**src/rtl/imem_loader_if.sv**
```systemverilog
// Byte-stream input, instruction-memory write port and load control/status
// between the program source and the loader.
interface imem_loader_if #(
   parameter int unsigned CNT_W = 9
);
   logic             load_start;
   logic [CNT_W-1:0] load_words;
   logic [7:0]       byte_in;
   logic             byte_valid;
   logic             byte_ready;
   logic             mem_we;
   logic [31:0]      mem_addr;
   logic [31:0]      mem_wdata;
   logic             busy;
   logic             cpu_run;
   logic             load_err;

   modport master (
      output load_start, load_words, byte_in, byte_valid,
      input  byte_ready, mem_we, mem_addr, mem_wdata, busy, cpu_run, load_err
   );

   modport slave (
      input  load_start, load_words, byte_in, byte_valid,
      output byte_ready, mem_we, mem_addr, mem_wdata, busy, cpu_run, load_err
   );
endinterface

```
**src/rtl/imem_loader.sv**
```systemverilog
// Streams a byte-serial program into instruction memory as big-endian words and
// holds the CPU in reset (cpu_run low) until the whole program is written.
module imem_loader #(
   parameter logic [31:0] BASE_ADDR = 32'h0000_0000,
   parameter int unsigned MAX_WORDS = 256,
   parameter int unsigned CNT_W     = 9
) (
   input logic          clock,
   input logic          reset,
   imem_loader_if.slave ldr
);
   localparam logic [CNT_W-1:0] MAX_LEN = CNT_W'(MAX_WORDS);

   typedef enum logic [1:0] {IDLE, RECV, WRITE, DONE} stateT;

   stateT            state, nextState;
   logic [31:0]      shiftReg, nextShift;
   logic [1:0]       byteCnt, nextByteCnt;
   logic [CNT_W-1:0] wordIndex, nextWordIndex;
   logic [CNT_W-1:0] lenReg, nextLen;
   logic [31:0]      memAddr, nextAddr;
   logic [31:0]      memWdata, nextWdata;
   logic             memWe, nextWe;
   logic             loadErr, nextErr;
   logic             byteReady, busy, cpuRun;

   // State register plus registered outputs derived from the next state
   always_ff @(posedge clock) begin
      if (reset) begin
         state     <= IDLE;
         shiftReg  <= '0;
         byteCnt   <= '0;
         wordIndex <= '0;
         lenReg    <= '0;
         memAddr   <= '0;
         memWdata  <= '0;
         memWe     <= 1'b0;
         loadErr   <= 1'b0;
         byteReady <= 1'b0;
         busy      <= 1'b0;
         cpuRun    <= 1'b0;
      end else begin
         state     <= nextState;
         shiftReg  <= nextShift;
         byteCnt   <= nextByteCnt;
         wordIndex <= nextWordIndex;
         lenReg    <= nextLen;
         memAddr   <= nextAddr;
         memWdata  <= nextWdata;
         memWe     <= nextWe;
         loadErr   <= nextErr;
         byteReady <= (nextState == RECV);
         busy      <= (nextState == RECV) || (nextState == WRITE);
         cpuRun    <= (nextState == DONE);
      end
   end

   always_comb begin
      nextState     = state;
      nextShift     = shiftReg;
      nextByteCnt   = byteCnt;
      nextWordIndex = wordIndex;
      nextLen       = lenReg;
      nextAddr      = memAddr;
      nextWdata     = memWdata;
      nextWe        = 1'b0;
      nextErr       = 1'b0;
      unique case (state)
         IDLE, DONE: begin
            if (ldr.load_start) begin
               if (ldr.load_words == '0) begin
                  nextState = DONE;
               end else if (ldr.load_words > MAX_LEN) begin
                  nextErr = 1'b1;
               end else begin
                  nextLen       = ldr.load_words;
                  nextWordIndex = '0;
                  nextByteCnt   = '0;
                  nextState     = RECV;
               end
            end
         end
         RECV: begin
            if (ldr.byte_valid && byteReady) begin
               nextShift   = {shiftReg[23:0], ldr.byte_in};
               nextByteCnt = byteCnt + 2'd1;
               // Fourth byte completes the word: present it on the write port next cycle
               if (byteCnt == 2'd3) begin
                  nextState = WRITE;
                  nextWe    = 1'b1;
                  nextWdata = {shiftReg[23:0], ldr.byte_in};
                  nextAddr  = BASE_ADDR + 32'({wordIndex, 2'b00});
               end
            end
         end
         WRITE: begin
            if (wordIndex + CNT_W'(1) == lenReg) begin
               nextState = DONE;
            end else begin
               nextWordIndex = wordIndex + CNT_W'(1);
               nextState     = RECV;
            end
         end
      endcase
   end

   assign ldr.byte_ready = byteReady;
   assign ldr.mem_we     = memWe;
   assign ldr.mem_addr   = memAddr;
   assign ldr.mem_wdata  = memWdata;
   assign ldr.busy       = busy;
   assign ldr.cpu_run    = cpuRun;
   assign ldr.load_err   = loadErr;
endmodule

```
**src/flat_wrapper.sv**
```systemverilog
// flat-port wrapper written by rule: the top's interface ports become plain ports
module imem_loader_flat 
#(
   parameter logic [31:0] BASE_ADDR = 32'h0000_0000,
   parameter int unsigned MAX_WORDS = 256,
   parameter int unsigned CNT_W     = 9
)
  (clock, reset, ldr_load_start, ldr_load_words, ldr_byte_in, ldr_byte_valid, ldr_byte_ready, ldr_mem_we, ldr_mem_addr, ldr_mem_wdata, ldr_busy, ldr_cpu_run, ldr_load_err);
  imem_loader_if #(.CNT_W(CNT_W)) ldr_i ();
  input logic clock;
  input logic reset;
  input wire logic [$bits(ldr_i.load_start)-1:0] ldr_load_start;
  input wire logic [$bits(ldr_i.load_words)-1:0] ldr_load_words;
  input wire logic [$bits(ldr_i.byte_in)-1:0] ldr_byte_in;
  input wire logic [$bits(ldr_i.byte_valid)-1:0] ldr_byte_valid;
  output wire logic [$bits(ldr_i.byte_ready)-1:0] ldr_byte_ready;
  output wire logic [$bits(ldr_i.mem_we)-1:0] ldr_mem_we;
  output wire logic [$bits(ldr_i.mem_addr)-1:0] ldr_mem_addr;
  output wire logic [$bits(ldr_i.mem_wdata)-1:0] ldr_mem_wdata;
  output wire logic [$bits(ldr_i.busy)-1:0] ldr_busy;
  output wire logic [$bits(ldr_i.cpu_run)-1:0] ldr_cpu_run;
  output wire logic [$bits(ldr_i.load_err)-1:0] ldr_load_err;
  assign ldr_i.load_start = ldr_load_start;
  assign ldr_i.load_words = ldr_load_words;
  assign ldr_i.byte_in = ldr_byte_in;
  assign ldr_i.byte_valid = ldr_byte_valid;
  assign ldr_byte_ready = ldr_i.byte_ready;
  assign ldr_mem_we = ldr_i.mem_we;
  assign ldr_mem_addr = ldr_i.mem_addr;
  assign ldr_mem_wdata = ldr_i.mem_wdata;
  assign ldr_busy = ldr_i.busy;
  assign ldr_cpu_run = ldr_i.cpu_run;
  assign ldr_load_err = ldr_i.load_err;
  imem_loader #(.BASE_ADDR(BASE_ADDR), .MAX_WORDS(MAX_WORDS), .CNT_W(CNT_W)) u_core (.clock(clock), .reset(reset), .ldr(ldr_i));
endmodule
```
**config.mk**
```make
export PLATFORM = sky130hd
export DESIGN_NAME = imem_loader_flat
export DESIGN_NICKNAME = d
export VERILOG_FILES = /design/src/rtl/imem_loader_if.sv /design/src/rtl/imem_loader.sv /design/src/flat_wrapper.sv
export SDC_FILE = /design/constraint.sdc
export NUM_CORES = 1
export LEC_CHECK = 0
export BUFFER_PORTS_ARGS = -buffer_cell sky130_fd_sc_hd__buf_2
export CAP_MARGIN = 20
export CORE_MARGIN = 1
export CORE_UTILIZATION = 50
export CTS_BUF_LIST = sky130_fd_sc_hd__clkbuf_4 sky130_fd_sc_hd__clkbuf_8
export DETAILED_ROUTE_END_ITERATION = 8
export GPL_TIMING_DRIVEN = 0
export HOLD_SLACK_MARGIN = 0.08
export PLACE_DENSITY = 0.78
export SLEW_MARGIN = 20
export SYNTH_ARGS = -nofsm -noshare
export SYNTH_HDL_FRONTEND = slang
export SYNTH_SLANG_ARGS = --single-unit
```
**constraint.sdc**
```tcl
create_clock -name clock -period 2.4 [get_ports clock]
set_clock_uncertainty 0.15 [all_clocks]
set_input_delay 0.48 -clock clock [delete_from_list [all_inputs] [get_ports clock]]
set_output_delay 0.48 -clock clock [all_outputs]
set_load 0.03 [all_outputs]
```
After elaboration in Yosys (flattened, before gate mapping)
Cells that the tools add are included.

Output and inout bits: 69. Register bits: 92. Logic and storage cells: 67.

Order comparisons: 1. Bitwise operators: 6. Add/sub/neg operators: 2. Equal/unequal tests: 13. Reduce and logical (&&, ||, !) cells: 14. Muxes and demuxes: 19.

Operators with widths (number): 9-bit 2-to-1 mux (4); 2-bit 2-to-1 mux (10); 9-bit one-hot mux with 2 select lines (1); 2-bit equality test, second input constant (5); 5-bit AND reduction (2); 9-bit by 1-bit adder with 9-bit output, second input constant (1); 9-bit equality test (1); 9-bit > comparator, second input constant (1); 9-bit zero test (1); 2-bit != test, second input constant (4); 1-bit NOT (6); 2-bit one-hot mux with 3 select lines (1); 2-bit by 1-bit equality test with 1-bit output, second input constant (2); 2-bit one-hot mux with 2 select lines (1); 4-bit AND reduction (1); 2-bit nonzero test (2); 4-bit OR reduction (1); 3-bit AND reduction (1); 3-bit OR reduction (1); 2-bit by 1-bit adder with 2-bit output, second input constant (1); 2-bit zero test (1); 1-bit 2-to-1 mux (2); 2-bit by 1-bit != test with 1-bit output, second input constant (1); 2-bit AND reduction (1); 3 further kinds (3).

Depth between registers and ports, before layout
Word-level depth: 7. Depth in mapped cells: 10. Gate-level depth less buffers: 10.

Worst setup path before layout
No wires, ideal clock.

Kind: in2reg. Start point: input port ldr_load_words[2]. End point: register u_core.wordIndex[2]. Data arrival time: 2.129 ns. Path slack: 0.004 ns. Stages on the path: 9. Library setup time: 0.117 ns. Required time: 2.133 ns. Cell sequence: nor4_1 > nand2_1 > ha_1 > nor3b_1 > mux2i_1 > a41oi_1 > buf_2 > o21ai_0 > a32o_1.

Longest elaborated chain between the ends: 3.

Ends and longest elaborated chain: start: declaration (RTL line flat_wrapper.sv:13) `input wire logic [$bits(ldr_i.load_words)-1:0] ldr_load_words;`; 9-bit > comparator or 9-bit zero test (tied branches) (RTL line imem_loader.sv:73, imem_loader.sv:71); 2-bit != test (no line); 5-bit AND reduction (no line) (*); end signal: assignment (RTL line imem_loader.sv:46) `wordIndex <= nextWordIndex;`; end: declaration (RTL line imem_loader.sv:19) `logic [CNT_W-1:0] wordIndex, nextWordIndex;`.

Mark *: on every way between the ends. The rest lies on a longest branch, timed or not. A chain may end at the register's enable or synchronous reset.

Worst setup path after layout
Start point: register u_core.wordIndex[0]. End point: register u_core.busy (netlist: u_core.ldr.busy).

Longest elaborated chain between the ends: 6.

Ends and longest elaborated chain: 9-bit by 1-bit adder with 9-bit output (*) (RTL line imem_loader.sv:97) `if (wordIndex + CNT_W'(1) == lenReg) begin`; 9-bit equality test (*) (RTL line imem_loader.sv:97); 2-bit 2-to-1 mux (*) (RTL line imem_loader.sv:97); 2-bit one-hot mux with 3 select lines (*) (RTL line imem_loader.sv:68) `unique case (state)`; 2-bit by 1-bit equality test with 1-bit output or 2-bit equality test (tied branches) (RTL line imem_loader.sv:53) `busy <= (nextState == RECV) || (nextState == WRITE);`; 1-bit logical OR (*) (RTL line imem_loader.sv:53); end signal: assignment (RTL line imem_loader.sv:53); end: declaration (RTL line imem_loader.sv:25) `logic byteReady, busy, cpuRun;`.

Marks and branches as above.

==> results by group <==
STA
  – Hold Vio Cnt, Final: 0
  – Worst-Margin Slew: 0.598 ns
  – FMAX: just over 0.4 GHz
  – Fin. max-slew vios: 0
  – Worst Slack Setup Final: -0.0339 ns
  – RSZ-0062 raised after global routing: true
  – Period utilization: 1.01
  – Setup violators final: 2
  – Fin crit period: around 2.4 ns
  – Slew margin rel.: 0.602
  – Setup TNS: -0.0454 ns

Detailed routing
  – Vias per cell: 5.24
  – DR vias: 3719
  – Final routed DRC violation total: 0
  – DR WL/cell: 13.6 um
  – Routed WL: 9630 um
  – Drt pass-1 iters: 5
  – DRT iter0 DRCs: 280
  – Post-DRT Antenna Nets: 0

Synth
  – Most frequent cell after synthesis: nand2_1
  – Syn Area/Cell: 7.83 um2
  – Sequential area share after synthesis: 0.469
  – Top cell type's share of synthesized area: 0.469
  – Top FF cell, synth: dfxtp_1
  – Register bit total from synthesis: 92
  – Fraction of registers with async set/reset: 0
  – Synth area leader: dfxtp_1
  – Syn Inst Count: 501
  – YS warnings: 0
  – Top cells by count, synth: nand2_1 (165), dfxtp_1 (92), a21oi_1 (83)
  – Syn Std Cell Area: between 0.003 and 0.004 mm2
  – Largest cells by area after synthesis: dfxtp_1 (47%), nand2_1 (16%), a21oi_1 (11%)
  – Cell variety after synth: 40
  – Post-synth EDFFs: 0

Setup path
  – Arr. time, crit path: 2.52 ns
  – Worst Path Buf+Inv: 1
  – CP Capture Type: flip-flop
  – CP startpoint kind: flip-flop
  – Crit-path slowest cell: or3_4
  – Most frequent CP cell: nand4_1
  – Max Fanout on Critical Path: 5
  – CP cell instances: buf_6 -> nand4_1 -> or3_4 -> a2111oi_4 -> nand4_1 -> a32o_2 -> ha_4 -> nor2_2
  – Max incr delay on CP: roughly 0.42 ns
  – Worst reg2reg setup slack: -0.03 ns
  – Crit path kind: reg -> reg
  – Required @ worst endpoint: 2.49 ns
  – CP delay by family, top: simple AND/OR/NAND/NOR gates

Floorplan
  – Die area: 0.00821 mm2
  – Initial Utilization: 0.530
  – I/O pins: 90
  – Rows: 31
  – Die height: 90.6 um
  – Die width: 90.6 um
  – Core Box Area: 0.00741 mm2

Clock tree
  – # hold bufs at CTS: 0
  – H-tree levels: 3
  – Clk buf depth: 2
  – Clock Latency Late Sink: 0.36 ns
  – Clock buffer count from CTS: 9
  – Clk slew on worst S/H paths: approximately 0.10 ns
  – Root buffer cell: clkbuf_8
  – CTS Sinks: ~90
  – CTS tree: done

Placement
  – Port Buffers: 65
  – GP Congestion: 0.864
  – Place WS: -0.446 ns
  – Post-DP HPWL: ~6600 um

Pwr
  – Power Density: roughly 720 mW/mm2
  – Peak supply drop: about 0.68 mV
  – LEAKAGE: 1.96 nW

Cells and area
  – Synth-to-Final Area Change: 21.9%
  – Share of layout cells above drive strength 1: 0.231
  – Total Nets Final: 634
  – FILL cells: between 600 and 700
  – Ant diodes: 0

Global route
  – First-pass GRT wire length: roughly 16000 um
  – GR Util All Layers: 0.238
  – Largest net degree at the start of global routing: 17
  – Initial antenna violation count: 0
  – Grt ovf: 0
  – Number of global-route vias before repair: around 3300

Min path
  – Hold WC Path Type: in -> reg

Run status
  – Status: finished, violations left
  – Failing checks: negative setup slack

Job
  – Max cap viols: 0
worst reg2reg max path: stages, from the launching register on:
cell and delay, ns:
dfxtp_2 0.35, buf_6 0.11, nand4_1 0.13, or3_4 0.42, a2111oi_4 0.39, nand4_1 0.17
a32o_2 0.29, ha_4 0.27, nor2_2 0.03
routing by layer:
layer	GRT usage	share of wire	wire, um
met4	0.108	0.028	273
met3	0.0345	0.064	618
met2	0.384	0.46	4460
met1	0.313	0.44	4270
met5	0	0	0
power breakdown:
group | switching (mW) | internal [mW]
Sequential | 0.0477 | 1.59
Combinational | 0.519 | 0.344
Clock | 0.568 | 0.395
Total | 1.13 | 2.33
placed cells by master (no fill, tap or decap), types with 2 or more instances in the layout:
master        n
nand3_1       9
nor3_1        9
inv_6         2
a32o_1        7
buf_1         2
dfxtp_1      88
ha_1          5
clkbuf_2      5
buf_6         2
a21oi_1      83
clkinvlp_4    2
xor2_1        2
nor3b_1       2
ha_4          2
nor2_1        5
and2_1        3
inv_1         8
clkbuf_1     19
buf_2        68
conb_1       23
nor2b_1       4
clkbuf_8      9
nand4_1       5
buf_4        32
and3_1        5
xnor2_1       7
o21ai_0       7
nand2b_1      2
dfxtp_2       4
nand2_1     165
per-stage QoR:
| step | power (mW) | instances | cell area (um2) | util | hold WS (ns) |
|---|---|---|---|---|---|
| global route | 3.64 | 710 | 4790 | 0.646 | 0.210 |
| CTS | 3.34 | 704 | 4680 | 0.632 | 0.205 |
| finish | 3.46 | 710 | 4790 | 0.646 | 0.205 |
| detailed placement | 2.37 | 687 | 4460 | 0.602 | 0.293 |
| global placement | 2.35 | 687 | 4460 | 0.602 | 0.290 |
| floorplan | 2.21 | 523 | 4010 | - | 0.282 |
path summary, 6_finish.rpt:
path                                                       endpoint  cells past startpoint                                 from
worst max-delay path                     u_core.ldr.busy$_SDFF_PP0_                      8     u_core.wordIndex[0]$_SDFFE_PP0P_
worst min-delay path                u_core.shiftReg[5]$_SDFFE_PP0P_                      3                       ldr_byte_in[5]
worst max register to register           u_core.ldr.busy$_SDFF_PP0_                      8     u_core.wordIndex[0]$_SDFFE_PP0P_
worst min register to register  u_core.ldr.mem_addr[6]$_SDFFE_PP0P_                      2  u_core.ldr.mem_addr[6]$_SDFFE_PP0P_
cell type report:
cell class              count  area, um2  share of cell area
clock inverters             6       46.3             0.00967
inverters                   9       33.8             0.00706
flip-flops and latches     92       1850               0.386
multi-input cells         366       1900               0.396
clock buffers              10        131              0.0275
well taps                  99        124              0.0259
plain buffers              54        317              0.0661
repair buffers             74        390              0.0816
cells by family (layout without fill, tap and decap cells):
family,count (synthesis),in the layout,share of synthesized area
multiplexers,1,1,0.00255
AO/OA/AOI/OAI,107,107,0.159
buffers and inverters,65,153,0.0883
adder cells (fa/ha/maj),7,7,0.0223
flip-flops,92,92,0.469
XOR/XNOR,9,9,0.0201
AND/OR/NAND/NOR,219,219,0.238
other,1,23,0.000955
what timing repair did:
action,in CTS,in global routing
cloned,0,1
gates resized for setup,10,23
buffers inserted,1,7
pin swaps,3,9
endpoints found under the hold margin,0,0
endpoints found under the setup margin,11,43
registers in the layout (all words and copies together), names as in the netlist, 2 cells and up:
name / cells
u_core.byteCnt: 2
u_core.shiftReg: 24
u_core.state: 2
u_core.ldr.mem_addr: 9
u_core.ldr.mem_wdata: 32
u_core.lenReg: 9
u_core.wordIndex: 9
No activity file was read; power rests on OpenSTA's default activity.
